File: src/rtl/mem_dump_tx.sv
// Reads a block of data-RAM words and streams them little-endian, one byte per
// UART load strobe. Optional trailing XOR checksum byte: define MEMDUMP_CHECKSUM_EN.
module mem_dump_tx #(
  parameter int ADDR_W = 12,
  parameter int CNT_W  = 6
) (
  input  logic              clk,
  input  logic              nRST,
  input  logic              start,
  input  logic [ADDR_W-1:0] base_addr,
  input  logic [CNT_W-1:0]  word_count,
  output logic              mem_read_en,
  output logic [ADDR_W-1:0] mem_addr,
  input  logic [31:0]       mem_data,
  output logic [7:0]        txdata,
  output logic              txclk,
  input  logic              txready,
  output logic              busy,
  output logic              done,
  output logic [2:0]        o_dbg_state
);

  // UART handshake: a byte is offered only when txready is sampled high in
  // SEND/CHECK; txclk is then a one-cycle strobe with txdata stable, and the
  // following HOLD cycle never strobes, giving the UART time to drop txready.
  typedef enum logic [2:0] {
    S_IDLE    = 3'd0,
    S_READ    = 3'd1,
    S_CAPTURE = 3'd2,
    S_SEND    = 3'd3,
    S_HOLD    = 3'd4,
    S_FINISH  = 3'd5,
    S_CHECK   = 3'd6
  } state_t;

`ifdef MEMDUMP_CHECKSUM_EN
  localparam state_t S_AFTER_DATA = S_CHECK;
`else
  localparam state_t S_AFTER_DATA = S_FINISH;
`endif

  state_t            r_state;
  logic [ADDR_W-1:0] r_addr;
  logic [CNT_W-1:0]  r_remain;
  logic [1:0]        r_idx;
  logic [31:0]       r_buf;
  logic [7:0]        r_txdata;
  logic              r_txclk;
  logic              r_rd_en;
  logic              r_busy;
  logic              r_done;
`ifdef MEMDUMP_CHECKSUM_EN
  logic [7:0]        r_csum;
  logic              r_csum_sent;
`endif

  logic [7:0] w_byte;
  assign w_byte = r_buf[{r_idx, 3'b000} +: 8];

  always_ff @(posedge clk or negedge nRST) begin
    if (!nRST) begin
      r_state     <= S_IDLE;
      r_addr      <= '0;
      r_remain    <= '0;
      r_idx       <= '0;
      r_buf       <= '0;
      r_txdata    <= '0;
      r_txclk     <= 1'b0;
      r_rd_en     <= 1'b0;
      r_busy      <= 1'b0;
      r_done      <= 1'b0;
`ifdef MEMDUMP_CHECKSUM_EN
      r_csum      <= '0;
      r_csum_sent <= 1'b0;
`endif
    end else begin
      r_txclk <= 1'b0;
      r_rd_en <= 1'b0;
      r_done  <= 1'b0;
      case (r_state)
        S_IDLE: begin
          if (start) begin
            r_addr   <= base_addr & ~ADDR_W'(3);
            r_remain <= word_count;
            r_idx    <= '0;
            r_busy   <= 1'b1;
`ifdef MEMDUMP_CHECKSUM_EN
            r_csum      <= '0;
            r_csum_sent <= 1'b0;
`endif
            if (word_count == '0) begin
              r_state <= S_AFTER_DATA;
            end else begin
              r_rd_en <= 1'b1;
              r_state <= S_READ;
            end
          end
        end
        S_READ: r_state <= S_CAPTURE;
        S_CAPTURE: begin
          // RAM data_out is valid one cycle after the read request.
          r_buf   <= mem_data;
          r_idx   <= '0;
          r_state <= S_SEND;
        end
        S_SEND: begin
          if (txready) begin
            r_txdata <= w_byte;
            r_txclk  <= 1'b1;
`ifdef MEMDUMP_CHECKSUM_EN
            r_csum   <= r_csum ^ w_byte;
`endif
            r_state  <= S_HOLD;
          end
        end
        S_HOLD: begin
`ifdef MEMDUMP_CHECKSUM_EN
          if (r_csum_sent) begin
            r_state <= S_FINISH;
          end else
`endif
          if (r_idx != 2'd3) begin
            r_idx   <= r_idx + 2'd1;
            r_state <= S_SEND;
          end else if (r_remain > CNT_W'(1)) begin
            r_addr   <= r_addr + ADDR_W'(4);
            r_remain <= r_remain - CNT_W'(1);
            r_rd_en  <= 1'b1;
            r_state  <= S_READ;
          end else begin
            r_state <= S_AFTER_DATA;
          end
        end
`ifdef MEMDUMP_CHECKSUM_EN
        S_CHECK: begin
          if (txready) begin
            r_txdata    <= r_csum;
            r_txclk     <= 1'b1;
            r_csum_sent <= 1'b1;
            r_state     <= S_HOLD;
          end
        end
`endif
        S_FINISH: begin
          r_done  <= 1'b1;
          r_busy  <= 1'b0;
          r_state <= S_IDLE;
        end
        default: r_state <= S_IDLE;
      endcase
    end
  end

  assign mem_read_en = r_rd_en;
  assign mem_addr    = r_addr;
  assign txdata      = r_txdata;
  assign txclk       = r_txclk;
  assign busy        = r_busy;
  assign done        = r_done;
  assign o_dbg_state = r_state;

endmodule

File: config.mk
export PLATFORM = sky130hd
export DESIGN_NAME = mem_dump_tx
export DESIGN_NICKNAME = d
export VERILOG_FILES = /design/src/rtl/mem_dump_tx.sv
export SDC_FILE = /design/constraint.sdc
export NUM_CORES = 1
export LEC_CHECK = 0
export ABC_AREA = 1
export BUFFER_PORTS_ARGS = -buffer_cell sky130_fd_sc_hd__buf_4
export CAP_MARGIN = 15
export CELL_PAD_IN_SITES_DETAIL_PLACEMENT = 1
export CELL_PAD_IN_SITES_GLOBAL_PLACEMENT = 2
export CORE_MARGIN = 3
export CORE_UTILIZATION = 33
export CTS_CLUSTER_DIAMETER = 100
export DETAILED_ROUTE_END_ITERATION = 10
export PLACE_DENSITY = 0.88
export SLEW_MARGIN = 5
export SYNTH_ARGS = -nofsm -noshare
export SYNTH_HDL_FRONTEND = slang
export SYNTH_SLANG_ARGS = --single-unit
File: constraint.sdc
create_clock -name clk -period 2.84 [get_ports clk]
set_input_delay 0.426 -clock clk [delete_from_list [all_inputs] [get_ports clk]]
set_output_delay 0.426 -clock clk [all_outputs]
set_load 0.005 [all_outputs]
Yosys cells after proc, flatten, opt, wreduce, memory -nomap -nowiden
Cells that the tools add are included.
Widths: inputs -> output; s select.
{ "classes": {"addsub": 3, "n_lt_le_gt_ge": 1, "n_eq_ne": 11, "shift": 1, "n_mux": 27, "reduce_logical": 10} }
{ "op_table": {"columns": ["operator", "n"], "rows": [
  ["$mux 12", 3],
  ["$shiftx 32x6->8", 1],
  ["$pmux 12 s2", 1],
  ["$mux 6", 3],
  ["$mux 3", 5],
  ["$pmux 3 s5", 1],
  ["$add 12x3->12 const B", 1],
  ["$ne 2x2->1 const B", 6],
  ["$pmux 6 s2", 1],
  ["$mux 1", 8],
  ["$eq 3x2->1 const B", 2],
  ["$eq 3x3->1 const B", 2],
  ["$gt 6x1->1 const B", 1],
  ["$logic_not 6->1", 1],
  ["$pmux 2 s3", 1],
  ["$reduce_and 2->1", 3],
  ["$sub 6x1->6 const B", 1],
  ["$mux 2", 2],
  ["$pmux 1 s2", 2],
  ["$reduce_and 4->1", 1],
  ["$reduce_bool 2->1", 2],
  ["$eq 3x1->1 const B", 1],
  ["$logic_not 3->1", 1],
  ["$reduce_and 3->1", 1],
  ["other kinds (2)", 2]
]} }
{ "totals": {"register_bits": 67, "input_bits": 54, "out_inout_bits": 27, "elab_cells": 63} }

Logic depth before layout (Yosys ltp)
Gate-level depths: netlist of the first run.
{ "logic_depth": {"ltp_word": 4, "depth_mapped": 10, "depth_no_buf": 9} }

Worst setup path before layout of the first run
Ideal clock, no wire load.
{ "synth_path": {"path_kind": "register -> register", "start": "register r_remain[0]", "end": "register r_remain[3]", "setup_ps": 121, "t_arrival_ps": 1379, "t_required_ps": 2719, "slack_ps": 1340, "path_stages_with_launch": 11, "n_path_buf": 1, "period_less_slack_ps": 1500, "path_cell_list": "dfrtp_1 > inv_1 > ha_1 > inv_1 > nand2_1 > nand4_1 > nand2_4 > inv_6 > buf_8 > nand2_2 > nand2_1"} }
{ "synth_between": {"elab_chain_cells": 4, "word_cells_on_any_way": 7, "cone_classes": "add/sub: 1; order compare: 1; eq/ne: 1; mux: 3; reduce/logical: 1"} }
{ "synth_lines": {"columns": ["item", "line_no", "rtl"], "rows": [
  ["start, declared", "44", "logic [CNT_W-1:0] r_remain;"],
  ["start signal, assigned", "84", "r_remain <= word_count;"],
  ["start signal, assigned", "127", "r_remain <= r_remain - CNT_W'(1);"],
  ["$sub 6x1->6", "127", null],
  ["$mux 6", "125", "end else if (r_remain > CNT_W'(1)) begin"],
  ["$mux 6", "122", "if (r_idx != 2'd3) begin"],
  ["$pmux 6 s2", "80", "case (r_state)"]
]} }
Parallel ways exist; a longest one is shown, timed or not. The select of a mux whose other input is x is not followed.
A chain may end at the register's enable or synchronous reset.

Final worst setup path of the first run
{ "layout_path": {"start": "register r_remain[0]", "end": "register r_remain[2]"} }
Same word-level chain as after synthesis.

==> flow_summary.ini, run 1 <==
[floorplan]
die_h_um = 107
initial_core_util = 0.342
ioPinCount = 81
core-area_mm2 = 0.00982
fp.dieArea_mm2 = 0.0114
rows = 36
dieWidth_um = 107

[drt]
totalWireLength_um = 8580
via_count = 2869
drt-initial-drc-count = 108
drc = 0
first_pass_iters = 4
vias_per_cell = 4.70
routedWlPerCell_um = 14.1
ant_nets = 0

[clock_tree]
cts_buffers = 9
htree_levels = 3
post_cts_buffers = 0
clockBufferDepth = 2
cts_tree = yes
clkLatencyLatePin_ns = 0.34
clock-sinks = 65
path_clk_slew_ns = 0.08
clock-root-buffer = clkbuf_8
cts_hold_buffers = 0
cts_resized = 0

[timing]
tightest_slew_ns = 0.817
slew_headroom = 0.456
post-route-min-period_ns = 1.76
max_freq_mhz = 568
period_share = 0.620
fin_setup_tns_ns = 0
rsz0062_at_grt = false
clock_skew_ns = 0.0101
slew_viol_final = 0
finalHoldViolCount = 0
finalSetupViolCount = 0

[global_routing]
antenna_found_initial = 0
grt_pass1_wl_um = 14000
grt_pass1_vias = 2910
grt_max_degree = 66
overflow = 0
grtUsageTotal = 0.154

[worst_setup_path]
cp_slowest_stage_delay_ns = 0.40
crit_required_ns = 3.07
regToRegEndpoint = r_remain[2]
path_max_fanout = 17
r2r-start = r_remain[0]
cpMaxStageDelayCell = dfrtp_1
reg2reg_setup_slack_ns = 1.08
worstPathCellList = inv_1 > ha_1 > inv_1 > nand2_1 > nand4_1 > nand2_4 > inv_6 > nand2_1 > o21ai_2
r2r.worst_path.cells = 9
crit_arrival_ns = 1.99
critPathKind = flop to flop
cp-start-kind = flop
cp-end-kind = flop

[power]
p_per_area_mw_per_mm2 = 1050
ir_drop_v = 0.000440
cellLeakagePower_nw = 2.08

[logic_synthesis]
synth.avg_cell_area_um2 = 8.47
ys_types = 31
synth-seq-cells = 65
yosysSeqAreaShare = 0.485
syn_inst = 396
ys_warn_count = 0
syn-cell-area_mm2 = 0.00335

[layout]
nFillCells = 1228
fin_cells = 610
syn_to_final_growth_pct = 26.1
drive_above_1_share = 0.291
finish.utilization = 0.431
regArea_mm2 = 0.00163
insertedDiodeCount = 0
final_net_count = 530
multi_input_area_mm2 = 0.00149

[placed_design]
portBuffers = 76
dp_hpwl_um = 6160
place_congestion = 0.783
dp_cells = 594

[hold_path]
min_path_type = input port to async pin

[outcome]
status = finished, final reports clean

[run]
drv_cap = 0
-- power by group --
part	internal [mW]	total (mW)	switching [mW]
sequential	1.37	1.69	0.315
combinational	0.846	1.88	1.03
clock	0.525	0.890	0.365
-- cells in the final DEF, fill, tap and decap left out, types with 4 or more instances in the layout --
cell type    n
a21oi_1     17
buf_4       79
clkbuf_8    10
dfrtp_1     65
ha_1         4
inv_1       27
mux2_2      24
nand2_1    101
nand3_1     19
nor2_1      49
o21ai_0     43
o21ai_2      7
-- per-stage QoR --
step	hold slack [ns]	area, um2	power (mW)	setup slack (ns)
4_1_cts	0.199	4230	4.52	1.07
3_3_place_gp	0.480	4010	3.50	1.15
2_1_floorplan	0.130	3360	2.95	1.34
5_1_grt	0.239	4230	4.83	0.932
6_report	0.184	4230	4.46	1.08
3_5_place_dp	0.490	4010	3.60	1.08
-- critical path: cells and delay by family, from the launching register on --
kind                       cells  cell delay, ns
buffers and inverters          3            0.37
AOI/OAI and AO/OA              1            0.06
and+or+nand+nor                4            0.55
DFF                            1            0.40
adders and majority gates      1            0.26
-- metal layers --
metal / GRT usage / up-vias / routed length [um]
met4: 0.0603 / 0 / 156
li1: - / 1433 / -
met1: 0.215 / 1375 / 4090
met3: 0.0259 / 11 / 304
met2: 0.240 / 50 / 4030
met5: 0 / - / 0
-- cell families after synthesis --
group / synth area share
AND/OR/NAND/NOR: 0.235
adder cells (fa/ha/maj): 0.0149
flip-flops: 0.485
buffers and inverters: 0.0716
multiplexers: 0.0806
other: 0.00112
AO/OA/AOI/OAI: 0.112
-- worst max-delay path by stage --
stage | startpoint | to | slack, ns | cells after the start
finish | r_remain[0] | r_remain[2] | 1.08 | 9
floorplan | r_remain[0] | r_remain[3] | 1.34 | 10
global placement | r_remain[0] | mem_addr[6] | 1.15 | 9
global route | r_remain[0] | mem_addr[6] | 0.93 | 9
detailed placement | r_remain[0] | r_remain[2] | 1.08 | 9
CTS | r_remain[0] | r_remain[2] | 1.07 | 9
-- final cells by class --
cell class	count	area share
multi-input cells	285	0.352
clock inverters	5	0.0201
clock buffers	11	0.0334
inverters	32	0.0302
repair buffers	79	0.140
flip-flops and latches	65	0.384
well taps	133	0.0393
-- registers in the layout, summed over array words and instances, names as in the netlist --
signal,cells
r_buf,32
mem_addr,10
txdata,8
r_remain,6
o_dbg_state,3
r_idx,2
busy,1
done,1
mem_read_en,1
txclk,1
-- cell usage after synthesis --
| cell type | instances | area [um2] |
|---|---|---|
| nand3b_1 | 3 | 22.5 |
| ha_1 | 4 | 50.1 |
| buf_2 | 3 | 15.0 |
| nand2_4 | 1 | 11.3 |
| o21bai_1 | 1 | 7.51 |
| buf_8 | 1 | 15.0 |
| conb_1 | 1 | 3.75 |
| clkbuf_1 | 2 | 7.51 |
| o21ai_1 | 1 | 5.00 |
| o21ai_0 | 43 | 215 |
| dfrtp_1 | 65 | 1630 |
| inv_2 | 1 | 3.75 |
| nand4_1 | 3 | 18.8 |
| o21ai_2 | 7 | 61.3 |
| buf_4 | 5 | 37.5 |
| nor2_1 | 49 | 184 |
| nor2_2 | 2 | 12.5 |
| a21oi_1 | 17 | 85.1 |
| inv_6 | 1 | 8.76 |
| buf_6 | 3 | 33.8 |
| nand3_1 | 19 | 95.1 |
| nand3_2 | 3 | 30.0 |
| nor2_4 | 1 | 11.3 |
| nand2_2 | 3 | 18.8 |
| buf_1 | 1 | 3.75 |
| inv_4 | 1 | 6.26 |
| mux2_2 | 24 | 270 |
| inv_1 | 27 | 101 |
| clkinv_1 | 2 | 7.51 |
| or2_2 | 1 | 6.26 |
| nand2_1 | 101 | 379 |
(Power assumes the default switching activity.)
==> run 2: changes to the inputs <==
ABC_AREA = 0   (was 1)
CORE_UTILIZATION = 35   (was 33)
PLACE_DENSITY = 0.84   (was 0.88)
clock period = 1.8 ns   (was 2.84 ns; I/O delays follow)
==> flow_summary.ini, run 2 <==
[layout]
fin_cells = 479
final_common_cell = buf_4
layout_common_cells = buf_4, dfrtp_1, mux2_1, nor2_1, clkbuf_8
top_register = r_buf
drive_above_1_share = 0.420
final_net_count = 424
syn_to_final_growth_pct = 36.4
fin_area_mm2 = 0.00443
largest_register_ffs = 32
insertedDiodeCount = 0

[timing]
max_freq_mhz = 561
slew_viol_final = 0
post-route-min-period_ns = 1.78
rsz0062_at_grt = true
fin_ws_ns = 0.0163
slew_headroom = 0.635
clock_skew_ns = 0.0102
finalHoldViolCount = 0
finalSetupViolCount = 0
tightest_slew_ns = 0.545
period_share = 0.991
hold_ws_ns = 0.134

[power]
power.total_mw = 7.09
cellLeakagePower_nw = 1.93
ir_drop_v = 0.000833
p_comb_frac = 0.458
p_per_area_mw_per_mm2 = 1600
clkPwrFrac = 0.167
p_switching_mw = 2.54
swShare = 0.358
seqPwrFrac = 0.375
p_int_mw = 4.55

[hold_path]
hold_depth = 2
hold_start = mem_data[8]
min_path_type = input port to flop

[global_routing]
antenna_found_initial = 0
overflow = 0
grt_max_degree = 35
grtUsageTotal = 0.181
grt_pass1_vias = 2819
grt_pass1_wl_um = 14500

[floorplan]
core-area_mm2 = 0.00889
ioPinCount = 81
fp.dieArea_mm2 = 0.0105
initial_core_util = 0.366
rows = 34
dieWidth_um = 102
die_h_um = 102

[worst_setup_path]
cp-end-kind = flop
crit_required_ns = 2.04
crit_arrival_ns = 2.02
cp-start-kind = flop
path_max_fanout = 6
r2r-start = r_remain[1]
r2r.worst_path.cells = 7
critPathKind = flop to flop
startpoint = r_remain[1]

[logic_synthesis]
synth_common_cells = dfrtp_1, mux2_1, nor2_1
synth-edff-count = 0
synthTopCellsByArea = dfrtp_1, mux2_1, mux4_2
synth_top_area_frac = 0.500
synth_ff_type = dfrtp_1
synth.avg_cell_area_um2 = 12.3
yosys.area_share.xor_xnor = 0
synth_fa_ha_area_frac = 0.0154
ys_warn_count = 0
syn_inst = 264
synth_compound_gate_area_share = 0.142
ys_types = 51
synth_top_family_by_area = multiplexers
async_flop_share = 1.00
muxShareOfSynthArea = 0.214
syn-cell-area_mm2 = 0.00325
post-synth-top-area-cell = dfrtp_1
yosysMostFrequentCell = dfrtp_1
yosysSeqAreaShare = 0.500
synth-simple-area-share = 0.0889
synth-seq-cells = 65

[drt]
ant_nets = 0
totalWireLength_um = 8920
via_count = 2625
vias_per_cell = 5.48
first_pass_iters = 4
drt-initial-drc-count = 99
routedWlPerCell_um = 18.6
drc = 0

[clock_tree]
clockBufferDepth = 2
clock-sinks = 65
clkLatencyLatePin_ns = 0.35
cts_tree = yes
htree_levels = 3
clock-root-buffer = clkbuf_8
path_clk_slew_ns = 0.08
cts_buffers = 9

[placed_design]
dpl_cell_area_mm2 = 0.00415
pre_cts_ws_ns = -0.0154
dp_cells = 459
dp_hpwl_um = 6630
place_congestion = 0.858
portBuffers = 76

[run]
drv_cap = 0

[outcome]
status = finished, final reports clean
## run 2: cell count changes in the layout (fill, tap and decap cells not counted), sizes merged, moves of 7 or more
cell	change
nand3	-16
buf	+29
inv	-21
nand2	-98
nor3	+8
mux2	+19
mux4	+8
o21ai	-41
nor2	-38
a221oi	+7
a21oi	-8
## run 2: path summary, 6_finish.rpt
kind	endpoint	slack, ns
setup / recovery	mem_addr[11]	0.02
hold / removal	r_buf[8]	0.13
setup reg to reg	mem_addr[11]	0.02
hold reg to reg	r_buf[20]	0.49
max in group asynchronous	r_remain[0]	0.85
min in group asynchronous	o_dbg_state[2]	0.41
## run 2: cells by family (layout without fill, tap and decap cells)
kind of cell,Yosys count,in the layout
adders and majority gates,4,4
muxes,54,54
other,1,2
buffers and inverters,28,134
DFF,65,65
AOI/OAI and AO/OA,59,59
and+or+nand+nor,53,53
## run 2: per-stage QoR
step,utilization,TNS [ns]
final,0.499,0
after detailed placement,0.467,-0.0296
after floorplan,-,0
after global routing,0.499,-0.0362
after global placement,0.467,0
after CTS,0.491,0
## run 2: worst max-delay path, cell delays in order (launching register included)
cell and delay, ns:
dfrtp_1 0.40, inv_2 0.11, ha_4 0.16, nor2_4 0.05, buf_6 0.11, o311a_4 0.39
o221a_1 0.25, o22a_1 0.20
## run 2: power by group through the flow
| stage | Sequential (mW) | Combinational [mW] | Clock [mW] |
|---|---|---|---|
| 6_report | 2.66 | 3.25 | 1.18 |
| 4_1_cts | 2.65 | 3.19 | 1.23 |
| 5_1_grt | 2.77 | 3.58 | 1.30 |
| 3_5_place_dp | 2.68 | 3.17 | 0 |
| 3_3_place_gp | 2.63 | 3.05 | 0 |
| 2_1_floorplan | 2.59 | 1.81 | 0 |
## run 2: per-layer routing
layer / up-vias / share of wire / GRT usage
met5: - / 0 / 0
met3: 4 / 0.072 / 0.0628
met4: 0 / 0.0035 / 0.0353
met1: 1329 / 0.41 / 0.214
met2: 82 / 0.52 / 0.321
li1: 1210 / - / -
## run 2: what timing repair did
item,CTS,global route
pin swaps,1,6
hold endpoints to repair,31,0
cloned,0,0
hold buffers,1,0
buffers inserted,0,3
setup endpoints to repair,2,14
gates resized for setup,2,12
## run 2: final cells by class
class / count / area, um2
clock buffers: 10 / 138
clock inverters: 6 / 50.0
fillers: 956 / 4460
inverters: 9 / 33.8
multi-input cells: 172 / 1560
flip-flops and latches: 65 / 1630
well taps: 108 / 135
repair buffers: 109 / 891
